==> config.mk <==
export PLATFORM = sky130hd
export DESIGN_NAME = digit_serial_subtractor
export DESIGN_NICKNAME = d
export VERILOG_FILES = /design/src/rtl/digit_serial_subtractor.sv
export SDC_FILE = /design/constraint.sdc
export NUM_CORES = 1
export LEC_CHECK = 0
export CORE_MARGIN = 1
export CORE_UTILIZATION = 45
export CTS_CLUSTER_DIAMETER = 120
export DETAILED_ROUTE_END_ITERATION = 12
export GPL_TIMING_DRIVEN = 0
export PLACE_DENSITY = 0.74
export SLEW_MARGIN = 20
export SYNTH_ARGS = -nofsm -noshare
export SYNTH_HDL_FRONTEND = slang
export SYNTH_SLANG_ARGS = --single-unit
==> constraint.sdc <==
create_clock -name clk -period 3.1 [get_ports clk]
set_input_delay 0.465 -clock clk [delete_from_list [all_inputs] [get_ports clk]]
set_output_delay 0.465 -clock clk [all_outputs]
set_load 0.005 [all_outputs]
==> src/rtl/digit_serial_subtractor.sv <==
// Digit-serial subtractor: diff = a - b - bin, DIGIT bits per cycle, LSB digit first, valid/ready on both sides.
// Optional signed-overflow flag (ovf port) enabled by defining SUB_OVF_FLAG_EN.
module digit_serial_subtractor #(
   parameter int WIDTH = 16,
   parameter int DIGIT = 4
) (
   input  logic             clk,
   input  logic             rst_n,
   input  logic             in_valid,
   output logic             in_ready,
   input  logic [WIDTH-1:0] a,
   input  logic [WIDTH-1:0] b,
   input  logic             bin,
   output logic             out_valid,
   input  logic             out_ready,
   output logic [WIDTH-1:0] diff,
`ifdef SUB_OVF_FLAG_EN
   output logic             borrow,
   output logic             ovf
`else
   output logic             borrow
`endif
);

   // state | meaning
   // IDLE  | in_ready high, waiting for operands
   // RUN   | one digit subtracted per cycle, NDIG cycles
   // DONE  | result presented, held until out_ready
   localparam int NDIG = WIDTH / DIGIT;
   localparam int CW   = $clog2(NDIG + 1);
   localparam logic [CW-1:0] LAST_CNT = CW'(NDIG - 1);

   typedef enum logic [1:0] {
      IDLE = 2'd0,
      RUN  = 2'd1,
      DONE = 2'd2
   } state_t;

   state_t           state;
   logic [WIDTH-1:0] a_sh;
   logic [WIDTH-1:0] b_sh;
   logic [WIDTH-1:0] res_sh;
   logic             borrow_reg;
   logic [CW-1:0]    cnt;
   logic [DIGIT:0]   step;
   logic [WIDTH-1:0] res_next;
`ifdef SUB_OVF_FLAG_EN
   logic             a_msb;
   logic             b_msb;
`endif

   // Result register fills from the MSB end so after NDIG digits the LSB digit sits at bit 0.
   always_comb begin
      step     = {1'b0, a_sh[DIGIT-1:0]} - {1'b0, b_sh[DIGIT-1:0]} - {{DIGIT{1'b0}}, borrow_reg};
      res_next = (res_sh >> DIGIT) | (WIDTH'(step[DIGIT-1:0]) << (WIDTH - DIGIT));
   end

   always_ff @(posedge clk) begin
      if (!rst_n) begin
         state      <= IDLE;
         in_ready   <= 1'b0;
         out_valid  <= 1'b0;
         diff       <= '0;
         borrow     <= 1'b0;
         a_sh       <= '0;
         b_sh       <= '0;
         res_sh     <= '0;
         borrow_reg <= 1'b0;
         cnt        <= '0;
`ifdef SUB_OVF_FLAG_EN
         ovf        <= 1'b0;
         a_msb      <= 1'b0;
         b_msb      <= 1'b0;
`endif
      end else begin
         case (state)
            IDLE: begin
               in_ready <= 1'b1;
               if (in_valid && in_ready) begin
                  a_sh       <= a;
                  b_sh       <= b;
                  borrow_reg <= bin;
                  cnt        <= '0;
                  in_ready   <= 1'b0;
                  state      <= RUN;
`ifdef SUB_OVF_FLAG_EN
                  a_msb      <= a[WIDTH-1];
                  b_msb      <= b[WIDTH-1];
`endif
               end
            end
            RUN: begin
               a_sh       <= a_sh >> DIGIT;
               b_sh       <= b_sh >> DIGIT;
               res_sh     <= res_next;
               borrow_reg <= step[DIGIT];
               cnt        <= cnt + 1'b1;
               if (cnt == LAST_CNT) begin
                  state     <= DONE;
                  out_valid <= 1'b1;
                  diff      <= res_next;
                  borrow    <= step[DIGIT];
`ifdef SUB_OVF_FLAG_EN
                  ovf       <= (a_msb != b_msb) && (res_next[WIDTH-1] != a_msb);
`endif
               end
            end
            DONE: begin
               if (out_ready) begin
                  state     <= IDLE;
                  out_valid <= 1'b0;
                  in_ready  <= 1'b1;
               end
            end
            default: begin
               state     <= IDLE;
               in_ready  <= 1'b0;
               out_valid <= 1'b0;
            end
         endcase
      end
   end

endmodule

After elaboration in Yosys (flattened, before gate mapping)
Index checks and enable logic that the tools add are counted.
- add/subtract/negate cells: 3
- multipliers: 0
- divide/modulo/power cells: 0
- magnitude comparators: 0
- eq/ne operators: 6
- shift-type cells: 0
- mux-type cells: 18
- bitwise operators: 3
- reductions and logical operators: 8
- operators with widths (operator ; number):
    16-bit one-hot mux with 2 select lines ; 2
    16-bit 2-to-1 mux ; 2
    12-bit by 16-bit OR with 16-bit output ; 1
    2-bit 2-to-1 mux ; 3
    2-bit != test (second input constant) ; 3
    1-bit one-hot mux with 3 select lines ; 2
    2-bit one-hot mux with 3 select lines ; 1
    3-bit one-hot mux with 2 select lines ; 1
    2-bit AND reduction ; 3
    3-bit AND reduction ; 2
    1-bit 2-to-1 mux ; 5
    4-bit by 4-bit subtractor with 5-bit output ; 1
    5-bit by 1-bit subtractor with 5-bit output ; 1
    3-bit by 1-bit adder with 3-bit output (second input constant) ; 1
    3-bit by 2-bit == test with 1-bit output (second input constant) ; 1
    3-bit 2-to-1 mux ; 1
    2-bit by 1-bit == test with 1-bit output (second input constant) ; 1
    2-bit == test (second input constant) ; 1
    2-bit logical NOT ; 1
    1-bit inverter ; 2
    1-bit one-hot mux with 2 select lines ; 1
    2-bit nonzero test ; 1
    1-bit logical AND ; 1
- register bits after elaboration: 73
- bits in latches: 0
- memory bits (writable): 0
- bits in read-only memories: 0
- bits of input ports: 37
- output and inout bits: 19
- word-level logic and storage cells: 48
- memories: 0

Longest topological paths before layout
- depth after elaboration: 3
- gate-level depth with buffers: 7
- depth with buffers taken out: 7

Worst setup path after synthesis
OpenSTA, ideal clock, no wires.
- kind: reg2reg
- start point: register b_sh[0]
- end point: register borrow_reg
- library setup time: 0.103 ns
- arrival: 1.642 ns
- required time: 2.997 ns
- setup slack: 1.355 ns
- cell stages (with the launch flop): 8
- buffers on the path: 0
- clock period less this slack: 1.745 ns
- cells stage by stage: dfxtp_1 -> inv_1 -> fa_1 -> inv_1 -> fa_1 -> and3b_1 -> a2bb2oi_1 -> a2111oi_2
- word-level cells in the longest chain between the ends: 3
- ends and longest elaborated chain (item ; line ; text):
    start: declaration ; 41 ; logic [WIDTH-1:0] b_sh;
    start signal: assignment ; 94 ; b_sh <= b_sh >> DIGIT;
    4-bit by 4-bit subtractor with 5-bit output ; 54 ; step = {1'b0, a_sh[DIGIT-1:0]} - {1'b0, b_sh[DIGIT-1:0]} - {{DIGIT{1'b0}}, borrow_reg};
    5-bit by 1-bit subtractor with 5-bit output ; 54 ;
    1-bit one-hot mux with 2 select lines ; 76 ; case (state)
    end signal: assignment ; 82 ; borrow_reg <= bin;
    end signal: assignment ; 96 ; borrow_reg <= step[DIGIT];
    end: declaration ; 43 ; logic borrow_reg;
No other way between the ends.
A chain may end at the register's enable or synchronous reset.

Final worst setup path
- start point: register b_sh[0]
- end point: register diff[15]
- word-level cells in the longest chain between the ends: 3
- ends and longest elaborated chain (item ; line ; text):
    4-bit by 4-bit subtractor with 5-bit output ; 54 ;
    5-bit by 1-bit subtractor with 5-bit output ; 54 ;
    12-bit by 16-bit OR with 16-bit output ; 55 ; res_next = (res_sh >> DIGIT) | (WIDTH'(step[DIGIT-1:0]) << (WIDTH - DIGIT));
    end signal: assignment ; 101 ; diff <= res_next;
    end: declaration ; 16 ; output logic [WIDTH-1:0] diff,
No other way between the ends.

==> results.cfg <==
[clock_network]
clock_path_buffers = 2
clk_pin_slew_ns = 0.08
clk_latency_ns = 0.35
h-tree-depth = 3
cts_hold_buf = 0
cts_buffers = 9
cts_tree = built
cts_setup_buffers = 0
clkSinkCount = 69
clockRootBuffer = clkbuf_8
cts.repair.resized = 0

[routing]
drt_first_pass_iters = 8
drc = 2
wl_met3_um = 381
via_per_inst = 5.43
wl_met1_um = 3490
ant_nets = 0
highest_layer = met4
first_iter_violations = 138
routed-via-count = 2781
route.met2.wl_um = 3340
post_drt_wl_per_cell_um = 14.4
wirelength_um = 7380

[worst_setup_path]
critPathMostFrequentCell = inv_1
reg2reg_to = diff[15]$_SDFFE_PN0P_
cp-end-kind = register
slowest_delay_ns = 0.52
worstSetupPathType = register to register
cp_data_arrival_time_ns = 2.22
r2r-start = b_sh[0]$_SDFFE_PN0P_
path_cells = inv_1, fa_1, inv_1, ha_1, o21ai_0, a21boi_0, o41ai_1
r2r_setup_slack_ns = 1.13
crit_fanout = 2
r2r_cells = 7
slowest_stage = fa_1
critPathRequiredTime_ns = 3.35
startpoint_type = register

[yosys]
synth_edf_count = 0
yosys.area.top_type = dfxtp_1
synth.cell_area_um2 = 3040
synth.distinct_cells = 35
synth-seq-cells = 69
synthTopCellsByCount = nand2_1 (101), dfxtp_1 (69), a21oi_1 (61)
netlist_instances = 364
yosysWarnings = 0
synth_area_leaders = dfxtp_1 (45%), nand2_1 (12%), a21oi_1 (10%)
synth_top_area_share_pct = 45.4
ys.flop_type = dfxtp_1
avgSynthCellArea_um2 = 8.36
synth_fp_nets = 411
seq_area_frac_synth_pct = 45.4
yosysMostFrequentCell = nand2_1
synth_async_sr_flop_share_pct = 0

[global_routing]
grt_pass1_vias = 2516
grt_pass1_wl_um = 11900
antenna_found_initial = 0
grt_max_degree = 14
track_usage_pct = 21.5
grt_remaining_overflow = 0

[die]
die_width_um = 84.2
core_um2 = 6420
die-area_um2 = 7090
io_pins = 56
dieHeight_um = 84.2
start_util_pct = 47.4
row_count = 29

[sta]
fin_worst_skew_ns = 0.00623
period_share_pct = 63.5
fmax_mhz = 508
worst_pin_slew_ns = 0.626
hold_viol_final = 0
grt_setup_unrepaired = false
setup_tns_ns = 0
period_needed_ns = 1.97
setup_ws_ns = 1.13
slew_headroom_pct = 58.3
maxSlewViolCount = 0
setup_viol = 0
fin_hold_ws_ns = 0.455

[power]
power_frac_clock_pct = 40.2
powerDensity_nw_per_um2 = 577
finalPower_mw = 2.27
power.internal_mw = 1.66
power.share.sequential_pct = 43.0
switching_share_pct = 27.0
power_frac_comb_pct = 16.9
vdd_ir_drop_max_uv = 347
p_leak_nw = 1.48
switchingPower_mw = 0.612

[placement]
placed_cell_area_um2 = 3690
gp_congestion = 0.814
dp.cells = 496
io_buffers = 55
dp_hpwl_um = 5240
post-place-ws_ns = 0.944

[cells_and_area]
stdcell_area_um2 = 3940
final_util_pct = 61.3
drive_gt1_share_pct = 11.5
finalNetCount = 477
fin_cells = 512
nFillCells = 590
syn2layout_area_growth_pct = 29.3
antenna_cells = 0
reg.largest.list = a_sh (16), b_sh (16), diff (16)

[hold_path]
min_to = diff[5]$_SDFFE_PN0P_
hold_class = register to register
hp-start = diff[5]$_SDFFE_PN0P_
min_delay_path_depth = 2

[status]
status = finished, violations left
violations = design-rule violations

[run]
maxCapViolCount = 0
[worst max-delay path: cells and delay by family (launching register included)]
family,cells,cell delay (ns)
AOI/OAI and AO/OA,3,0.74
DFF,1,0.35
buffers and inverters,2,0.11
adders and majority gates,2,0.69
[how the worst max path moves through the flow]
stage,from,slack [ns],cells after the start,to
final,b_sh[0]$_SDFFE_PN0P_,1.13,7,diff[15]$_SDFFE_PN0P_
after global routing,b_sh[0]$_SDFFE_PN0P_,0.99,7,diff[15]$_SDFFE_PN0P_
after CTS,b_sh[0]$_SDFFE_PN0P_,1.12,7,diff[15]$_SDFFE_PN0P_
after detailed placement,rst_n,0.94,5,b_sh[15]$_SDFFE_PN0P_
after global placement,rst_n,0.98,5,diff[0]$_SDFFE_PN0P_
after floorplan,b_sh[0]$_SDFFE_PN0P_,1.35,7,borrow_reg$_SDFFE_PN0P_
[power groups by stage]
stage,Combinational [mW],Clock [mW],Sequential [mW]
floorplan,0.260,0,0.985
global placement,0.366,0,0.993
detailed placement,0.377,0,0.994
CTS,0.382,0.917,0.975
global route,0.423,0.962,0.982
finish,0.383,0.912,0.975
[metal layers]
metal  vias to the layer above  track usage [%]
met5                         -                0
met2                        84             34.2
met3                        15             5.41
met1                      1289             27.6
met4                         0             9.56
li1                       1393                -
[final cells by class]
type,count,area (µm²),area share (%)
Inverter,14,52.6,1.34
Buffer,30,175,4.45
Timing Repair Buffer,55,551,14.0
Clock inverter,7,121,3.08
Clock buffer,9,124,3.15
Multi-Input combinational cell,251,1430,36.4
Sequential cell,69,1380,35.1
Tap cell,77,96.3,2.45
[layout by cell type, fill, tap and decap left out, types with 2 or more instances in the layout]
cell / n
fa_1: 2
nor2_1: 10
a2111oi_2: 2
bufinv_16: 3
clkdlybuf4s50_1: 55
clkbuf_1: 7
inv_1: 13
nand3_1: 2
dfxtp_1: 69
ha_1: 8
a211oi_2: 2
and3b_1: 3
o21ai_0: 11
buf_2: 11
a2bb2oi_1: 2
nand2b_1: 3
a211oi_1: 3
xnor2_1: 2
inv_6: 2
nand2_1: 101
buf_4: 11
a311oi_1: 24
clkbuf_8: 9
o21ai_1: 2
a21oi_1: 61
nor2b_1: 2
[kinds of logic (layout without fill, tap and decap cells)]
family	Yosys count	after routing	synth area share [%]
xor+xnor	2	2	0.576
compound gates	114	114	24.6
simple gates	125	125	17.3
buf+inv	44	115	7.48
fa+ha+maj	10	10	4.61
flops	69	69	45.4
Note: power is estimated with default switching activity, not from simulation.
